==> src/rtl/pwm_multi_ch_if.sv <==
// Bus bundle for pwm_multi_ch: run/mode controls, duty shadow writes and the PWM outputs.
// master = controller side, slave = the PWM block.
interface pwm_multi_ch_if #(
  parameter int pWIDTH = 10,
  parameter int pCH    = 4
);
  logic                    en;
  logic                    mode;
  logic [pCH-1:0]          duty_wr;
  logic [pCH*pWIDTH-1:0]   cyc_duty;
  logic [pCH-1:0]          wave;
  logic [pCH-1:0]          wave_n;
  logic                    end_tick;

  modport master (output en, mode, duty_wr, cyc_duty, input  wave, wave_n, end_tick);
  modport slave  (input  en, mode, duty_wr, cyc_duty, output wave, wave_n, end_tick);
endinterface

==> src/rtl/pwm_multi_ch.sv <==
// Multi-channel PWM: one shared edge/center-aligned counter, per-channel double-buffered duty.
// Optional dead-time insertion on the complementary outputs when PWM_DEADTIME_EN is defined.
module pwm_multi_ch_lane #(
  parameter int pWIDTH = 10
`ifdef PWM_DEADTIME_EN
  , parameter int pDEAD = 2
`endif
)(
  input  logic              clk,
  input  logic              rst_n,
  input  logic              i_en,
  input  logic              i_wr,
  input  logic              i_load,
  input  logic [pWIDTH-1:0] i_duty,
  input  logic [pWIDTH-1:0] i_cnt,
  output logic              o_wave,
  output logic              o_wave_n
);
  logic [pWIDTH-1:0] r_shadow, r_active;
  logic              r_wave, r_wave_n;
  logic              w_raw;

  // active takes the pre-write shadow when a write lands on a load edge
  always_ff @(posedge clk or negedge rst_n) begin
    if (!rst_n) begin
      r_shadow <= '0;
      r_active <= '0;
    end else begin
      if (i_wr)   r_shadow <= i_duty;
      if (i_load) r_active <= r_shadow;
    end
  end

  assign w_raw = (i_cnt < r_active);

`ifdef PWM_DEADTIME_EN
  localparam int              cDW   = (pDEAD < 2) ? 1 : $clog2(pDEAD + 1);
  localparam logic [cDW-1:0]  cDEAD = cDW'(pDEAD);
  localparam logic [cDW-1:0]  cONE  = cDW'(1);

  logic           r_raw;
  logic [cDW-1:0] r_dcnt;

  // any raw edge blanks both outputs and (re)starts the dead-time window
  always_ff @(posedge clk or negedge rst_n) begin
    if (!rst_n) begin
      r_raw    <= 1'b0;
      r_dcnt   <= '0;
      r_wave   <= 1'b0;
      r_wave_n <= 1'b0;
    end else if (!i_en) begin
      r_raw    <= 1'b0;
      r_dcnt   <= '0;
      r_wave   <= 1'b0;
      r_wave_n <= 1'b0;
    end else begin
      r_raw <= w_raw;
      if (w_raw != r_raw) begin
        r_dcnt   <= cDEAD;
        r_wave   <= 1'b0;
        r_wave_n <= 1'b0;
      end else if (r_dcnt > cONE) begin
        r_dcnt <= r_dcnt - cONE;
      end else begin
        r_dcnt   <= '0;
        r_wave   <= w_raw;
        r_wave_n <= ~w_raw;
      end
    end
  end
`else
  always_ff @(posedge clk or negedge rst_n) begin
    if (!rst_n) begin
      r_wave   <= 1'b0;
      r_wave_n <= 1'b0;
    end else begin
      r_wave   <= i_en & w_raw;
      r_wave_n <= i_en & ~w_raw;
    end
  end
`endif

  assign o_wave   = r_wave;
  assign o_wave_n = r_wave_n;
endmodule

module pwm_multi_ch #(
  parameter int pWIDTH  = 10,
  parameter int pCH     = 4,
  parameter int pPERIOD = 210,
  parameter int pINC    = 5,
  parameter int pDEAD   = 2
)(
  input logic          clk,
  input logic          rst_n,
  pwm_multi_ch_if.slave bus
);
  localparam logic [pWIDTH:0] cINC = (pWIDTH+1)'(pINC);
  localparam logic [pWIDTH:0] cPER = (pWIDTH+1)'(pPERIOD);

  typedef enum logic {ST_UP = 1'b0, ST_DOWN = 1'b1} dir_t;

  dir_t              r_dir, w_dir_nxt;
  logic [pWIDTH-1:0] r_cnt, w_cnt_nxt;
  logic [pWIDTH:0]   w_up_sum;
  logic              r_mode_act, r_end_tick, w_last_nxt, w_load;
  logic [pCH-1:0]    w_wave, w_wave_n;

  assign w_up_sum = {1'b0, r_cnt} + cINC;

  always_ff @(posedge clk or negedge rst_n) begin
    if (!rst_n)       r_dir <= ST_UP;
    else if (!bus.en) r_dir <= ST_UP;
    else              r_dir <= w_dir_nxt;
  end

  // center mode turns around at the last up state instead of wrapping
  always_comb begin
    w_dir_nxt = r_dir;
    case (r_dir)
      ST_UP:   if (r_mode_act && (w_up_sum >= cPER) && ({1'b0, r_cnt} > cINC)) w_dir_nxt = ST_DOWN;
      ST_DOWN: if ({1'b0, r_cnt} <= cINC) w_dir_nxt = ST_UP;
      default: w_dir_nxt = ST_UP;
    endcase
  end

  always_comb begin
    w_cnt_nxt = '0;
    case (r_dir)
      ST_UP: begin
        if (w_up_sum < cPER)          w_cnt_nxt = w_up_sum[pWIDTH-1:0];
        else if (w_dir_nxt == ST_DOWN) w_cnt_nxt = r_cnt - cINC[pWIDTH-1:0];
      end
      ST_DOWN: if ({1'b0, r_cnt} > cINC) w_cnt_nxt = r_cnt - cINC[pWIDTH-1:0];
      default: w_cnt_nxt = '0;
    endcase
    // next cnt = 0 is never final, so the pre-boundary mode is safe to use here
    w_last_nxt = r_mode_act ? ((w_dir_nxt == ST_DOWN) && ({1'b0, w_cnt_nxt} == cINC))
                            : (({1'b0, w_cnt_nxt} + cINC) >= cPER);
  end

  always_ff @(posedge clk or negedge rst_n) begin
    if (!rst_n) begin
      r_cnt      <= '0;
      r_mode_act <= 1'b0;
      r_end_tick <= 1'b0;
    end else if (!bus.en) begin
      r_cnt      <= '0;
      r_mode_act <= bus.mode;
      r_end_tick <= 1'b0;
    end else begin
      r_cnt      <= w_cnt_nxt;
      r_end_tick <= w_last_nxt;
      if (r_end_tick) r_mode_act <= bus.mode;
    end
  end

  assign w_load = ~bus.en | r_end_tick;

  for (genvar gi = 0; gi < pCH; gi++) begin : g_ch
    pwm_multi_ch_lane #(
      .pWIDTH (pWIDTH)
`ifdef PWM_DEADTIME_EN
      , .pDEAD (pDEAD)
`endif
    ) u_lane (
      .clk      (clk),
      .rst_n    (rst_n),
      .i_en     (bus.en),
      .i_wr     (bus.duty_wr[gi]),
      .i_load   (w_load),
      .i_duty   (bus.cyc_duty[gi*pWIDTH +: pWIDTH]),
      .i_cnt    (r_cnt),
      .o_wave   (w_wave[gi]),
      .o_wave_n (w_wave_n[gi])
    );
  end

`ifndef PWM_DEADTIME_EN
  // dead-time length has no effect without the dead-time stage
  if (pDEAD < 0) begin : g_dead_unused
  end
`endif

  assign bus.wave     = w_wave;
  assign bus.wave_n   = w_wave_n;
  assign bus.end_tick = r_end_tick;
endmodule

==> src/flat_wrapper.sv <==
// flat-port wrapper written by rule: the top's interface ports become plain ports
module pwm_multi_ch_flat 
#(
  parameter int pWIDTH  = 10,
  parameter int pCH     = 4,
  parameter int pPERIOD = 210,
  parameter int pINC    = 5,
  parameter int pDEAD   = 2
)
  (clk, rst_n, bus_en, bus_mode, bus_duty_wr, bus_cyc_duty, bus_wave, bus_wave_n, bus_end_tick);
  pwm_multi_ch_if #(.pWIDTH(pWIDTH), .pCH(pCH)) bus_i ();
  input logic clk;
  input logic rst_n;
  input wire logic [$bits(bus_i.en)-1:0] bus_en;
  input wire logic [$bits(bus_i.mode)-1:0] bus_mode;
  input wire logic [$bits(bus_i.duty_wr)-1:0] bus_duty_wr;
  input wire logic [$bits(bus_i.cyc_duty)-1:0] bus_cyc_duty;
  output wire logic [$bits(bus_i.wave)-1:0] bus_wave;
  output wire logic [$bits(bus_i.wave_n)-1:0] bus_wave_n;
  output wire logic [$bits(bus_i.end_tick)-1:0] bus_end_tick;
  assign bus_i.en = bus_en;
  assign bus_i.mode = bus_mode;
  assign bus_i.duty_wr = bus_duty_wr;
  assign bus_i.cyc_duty = bus_cyc_duty;
  assign bus_wave = bus_i.wave;
  assign bus_wave_n = bus_i.wave_n;
  assign bus_end_tick = bus_i.end_tick;
  pwm_multi_ch #(.pWIDTH(pWIDTH), .pCH(pCH), .pPERIOD(pPERIOD), .pINC(pINC), .pDEAD(pDEAD)) u_core (.clk(clk), .rst_n(rst_n), .bus(bus_i));
endmodule
==> config.mk <==
export PLATFORM = sky130hd
export DESIGN_NAME = pwm_multi_ch_flat
export DESIGN_NICKNAME = d
export VERILOG_FILES = /design/src/rtl/pwm_multi_ch_if.sv /design/src/rtl/pwm_multi_ch.sv /design/src/flat_wrapper.sv
export SDC_FILE = /design/constraint.sdc
export NUM_CORES = 1
export LEC_CHECK = 0
export CORE_MARGIN = 2
export CORE_UTILIZATION = 45
export CTS_CLUSTER_DIAMETER = 30
export DETAILED_ROUTE_END_ITERATION = 16
export GPL_TIMING_DRIVEN = 0
export PLACE_DENSITY = 0.66
export SKIP_LAST_GASP = 1
export SLEW_MARGIN = 5
export SYNTH_ARGS = -nofsm -noshare
export SYNTH_HDL_FRONTEND = slang
export SYNTH_SLANG_ARGS = --single-unit
==> constraint.sdc <==
create_clock -name clk -period 4.4 [get_ports clk]
set_input_delay 0.88 -clock clk [delete_from_list [all_inputs] [get_ports clk]]
set_output_delay 0.88 -clock clk [all_outputs]
set_load 0.02 [all_outputs]
==> metrics.txt <==
Synth cell types=65; DR DRC count=0; Avg Cell Area, Syn=10.3 um^2; hold buffer count at CTS=0; CTS max path bufs=2; post-synth top area share=between 40% and 50%; Non-Filler Instances=778; GR Overflow Total=0; starting density of the core=between 40% and 50%; hold path cells=2; GPL Wtd Cong=0.911; max-cap violations=0; Mapped Nets=630; Peak VDD IR=304 uV; Lkg Pwr=between 3 and 4 nW; routed wire length=12800 um; Fin Hold WS=just under 500 ps; Placed Area=approximately 6300 um^2; CP Launch Type=flop; critical path class=flop to flop; Die Y=approximately 120 um; max_slew headroom=41.4%; synthesized area=5590 um^2; Worst-Skew Late Latency=between 300 and 400 ps; pre-CTS WS=just over 80 ps; CTS Buf Count=9; placed wire-length estimate=~9200 um; post-synthesis async set-or-reset flop share=100%; H-tree depth=3; num rows=40; #FFs+latches synth=101; period utilization=93.1%; top cells by area, synth=dfrtp_1 (45%), ha_1 (9.2%), mux2_2 (9.1%), o21ai_0 (4.7%), a21o_1 (4.3%); Final setup violation count=0; warnings from Yosys=0; clock sinks=between 100 and 150; HP Start=u_core.g_ch[0].u_lane.r_shadow[5]$_DFFE_PN0P_; # fillers=~1.1k; Critical Path RT=approximately 4600 ps; violation count after the first detailed-route iteration=between 200 and 250; max-slew violation total from the final report=0; Multi-input gate area=about 2700 um^2; highest clock rate=244 MHz; Mapped Cells=between 500 and 600; post-route ant nets=0; worst reg-to-reg path cell count=14; Root Driver=clkbuf_16; r2r setup slk=around 300 ps; Vias/cell=roughly 5.3; status=finished clean; hold endpoint=u_core.g_ch[0].u_lane.r_active[5]$_DFFE_PN0P_; fin nets=694; vias in the first global route=about 4.3k; initial antenna violation count=0; register area=approximately 2500 um^2; Port-buffer cells=52; placed insts=approximately 760; power per cell area=375 nW/um^2; I/O Pins=57; core area=approximately 12000 um^2; post-synth top area cell=dfrtp_1; CTS clk-pin slew, worst paths=70 ps; Worst-Margin Slew=870 ps; synthesis-to-layout area growth=20.1%; Final Cell Area=roughly 6700 um^2; Detailed Routing Iterations Pass 1=4; Final Hold Vio Count=0; Final Skew=around 7.7 ps; most common cell in the netlist=dfrtp_1; DR vias=between 4k and 5k; Hold WC Path Type=flop to flop; final critical-path setup slack=~300 ps; RSZ-0062 raised after global routing=no; Synth top cells by count=dfrtp_1 (101), nand2_1 (55), inv_1 (52), o21ai_0 (52), mux2_2 (45); crit end category=flop; global-route wire length before repair=between 20000 and 25000 um; # diodes=0; r2r endpoint=u_core.bus.end_tick$_DFF_PN0_; Worst R2R Start=u_core.r_cnt[1]$_DFF_PN0_; Total GRT Usage=21.1%; pin count of the biggest net entering global routing=62; Chip Width=~120 um; TritonCTS clock tree=built; Worst EP arrival=around 4300 ps; share of cells above drive strength 1=between 10% and 20%; sequential share of the synthesized area=about 45%; setup bufs post-CTS=0; DIE AREA=around 13000 um^2; ys flop type=dfrtp_1; WL/cell=about 16 um; min Tclk post-route=slightly above 4000 ps; number of synthesized flops with an enable pin=0; CP Max Fanout=12
## registers in the layout, summed over array words and instances (netlist names)
signal	flops
u_core.r_dir	1
u_core.r_cnt	10
u_core.g_ch.u_lane.r_active	40
u_core.g_ch.u_lane.r_shadow	40
u_core.g_ch.u_lane.o_wave_n	4
u_core.r_mode_act	1
u_core.bus.end_tick	1
u_core.g_ch.u_lane.o_wave	4
## where the power goes
| part | leakage, nW | internal [W] | switching [W] |
|---|---|---|---|
| sequential | 1.23 | 0.00103 | 0.0000589 |
| combinational | 1.83 | 0.000236 | 0.000265 |
| clock | 0.176 | 0.000588 | 0.000340 |
## what timing repair did
action,CTS,global route
endpoints found under the setup margin,0,1
endpoints found under the hold margin,0,0
gates resized for setup,0,3
## area by class of cell
class / count / area share [%]
Tap cell: 168 / 3.13
Timing Repair Buffer: 53 / 8.12
Buffer: 32 / 2.78
Sequential cell: 101 / 37.6
Multi-Input combinational cell: 356 / 40.1
Clock buffer: 11 / 3.76
Clock inverter: 5 / 1.55
Inverter: 52 / 2.91
## worst max-delay path by stage
stage / slack (ps) / cells after the start / from / end
4_1_cts: 40 / 14 / u_core.r_cnt[1]$_DFF_PN0_ / u_core.bus.end_tick$_DFF_PN0_
5_1_grt: 3 / 17 / u_core.r_cnt[0]$_DFF_PN0_ / u_core.bus.end_tick$_DFF_PN0_
6_report: 300 / 14 / u_core.r_cnt[1]$_DFF_PN0_ / u_core.bus.end_tick$_DFF_PN0_
3_5_place_dp: 80 / 14 / u_core.r_cnt[1]$_DFF_PN0_ / u_core.bus.end_tick$_DFF_PN0_
2_1_floorplan: 820 / 15 / u_core.r_cnt[1]$_DFF_PN0_ / u_core.bus.end_tick$_DFF_PN0_
3_3_place_gp: -1270 / 1 / rst_n / u_core.g_ch[1].u_lane.r_shadow[0]$_DFFE_PN0P_
## critical path, cell delays in order, from the launching register on
cell and delay (ps):
dfrtp_2 520, ha_1 240, buf_6 140, o2111ai_2 380, nor3b_1 150, nor3_4 350
a21o_4 210, a21oi_4 90, a21boi_2 240, inv_1 120, ha_1 270, or4_1 520
or4_1 390, and3_1 170, o21ai_1 190
## per-stage QoR
step / utilization [%] / TNS (ps) / total power [W]
after floorplan: - / 0 / 0.00142
after global placement: 52.4 / -127760 / 0.00158
after detailed placement: 52.6 / 0 / 0.00160
after CTS: 55.6 / 0 / 0.00254
after global routing: 55.7 / 0 / 0.00266
final: 55.7 / 0 / 0.00252
## per-layer routing
layer	track usage [%]	wire, um	vias to the layer above
met5	0	0	-
met4	6.10	193	0
li1	-	-	1990
met2	34.7	5950	95
met1	28.7	5920	2026
met3	4.08	753	16
## logic make-up (layout without fill, tap and decap cells)
logic type | count (synthesis) | count (layout) | share of synthesized area, %
xor+xnor | 7 | 7 | 1.23
buf+inv | 84 | 153 | 6.83
mux | 47 | 47 | 9.51
compound gates | 133 | 133 | 16.0
flops | 101 | 101 | 45.2
fa+ha+maj | 41 | 41 | 9.18
simple gates | 128 | 128 | 12.1
## placed cells by master, fill, tap and decap left out, types with 4 or more instances in the layout
| cell | count |
|---|---|
| inv_1 | 52 |
| nand2b_1 | 7 |
| buf_2 | 5 |
| o211ai_1 | 4 |
| a21o_1 | 32 |
| and2_1 | 9 |
| clkdlybuf4s50_1 | 51 |
| ha_1 | 41 |
| o21ai_1 | 4 |
| nand3_1 | 5 |
| clkbuf_1 | 13 |
| nor3_1 | 5 |
| xor2_1 | 4 |
| o211a_1 | 4 |
| mux2_2 | 45 |
| o21ai_0 | 52 |
| nor2_1 | 11 |
| and3_1 | 6 |
| nand2_1 | 55 |
| clkbuf_16 | 9 |
| buf_4 | 11 |
| dfrtp_1 | 100 |
| or4_1 | 5 |
| a21oi_1 | 10 |
Note: power is estimated with default switching activity, not from simulation.
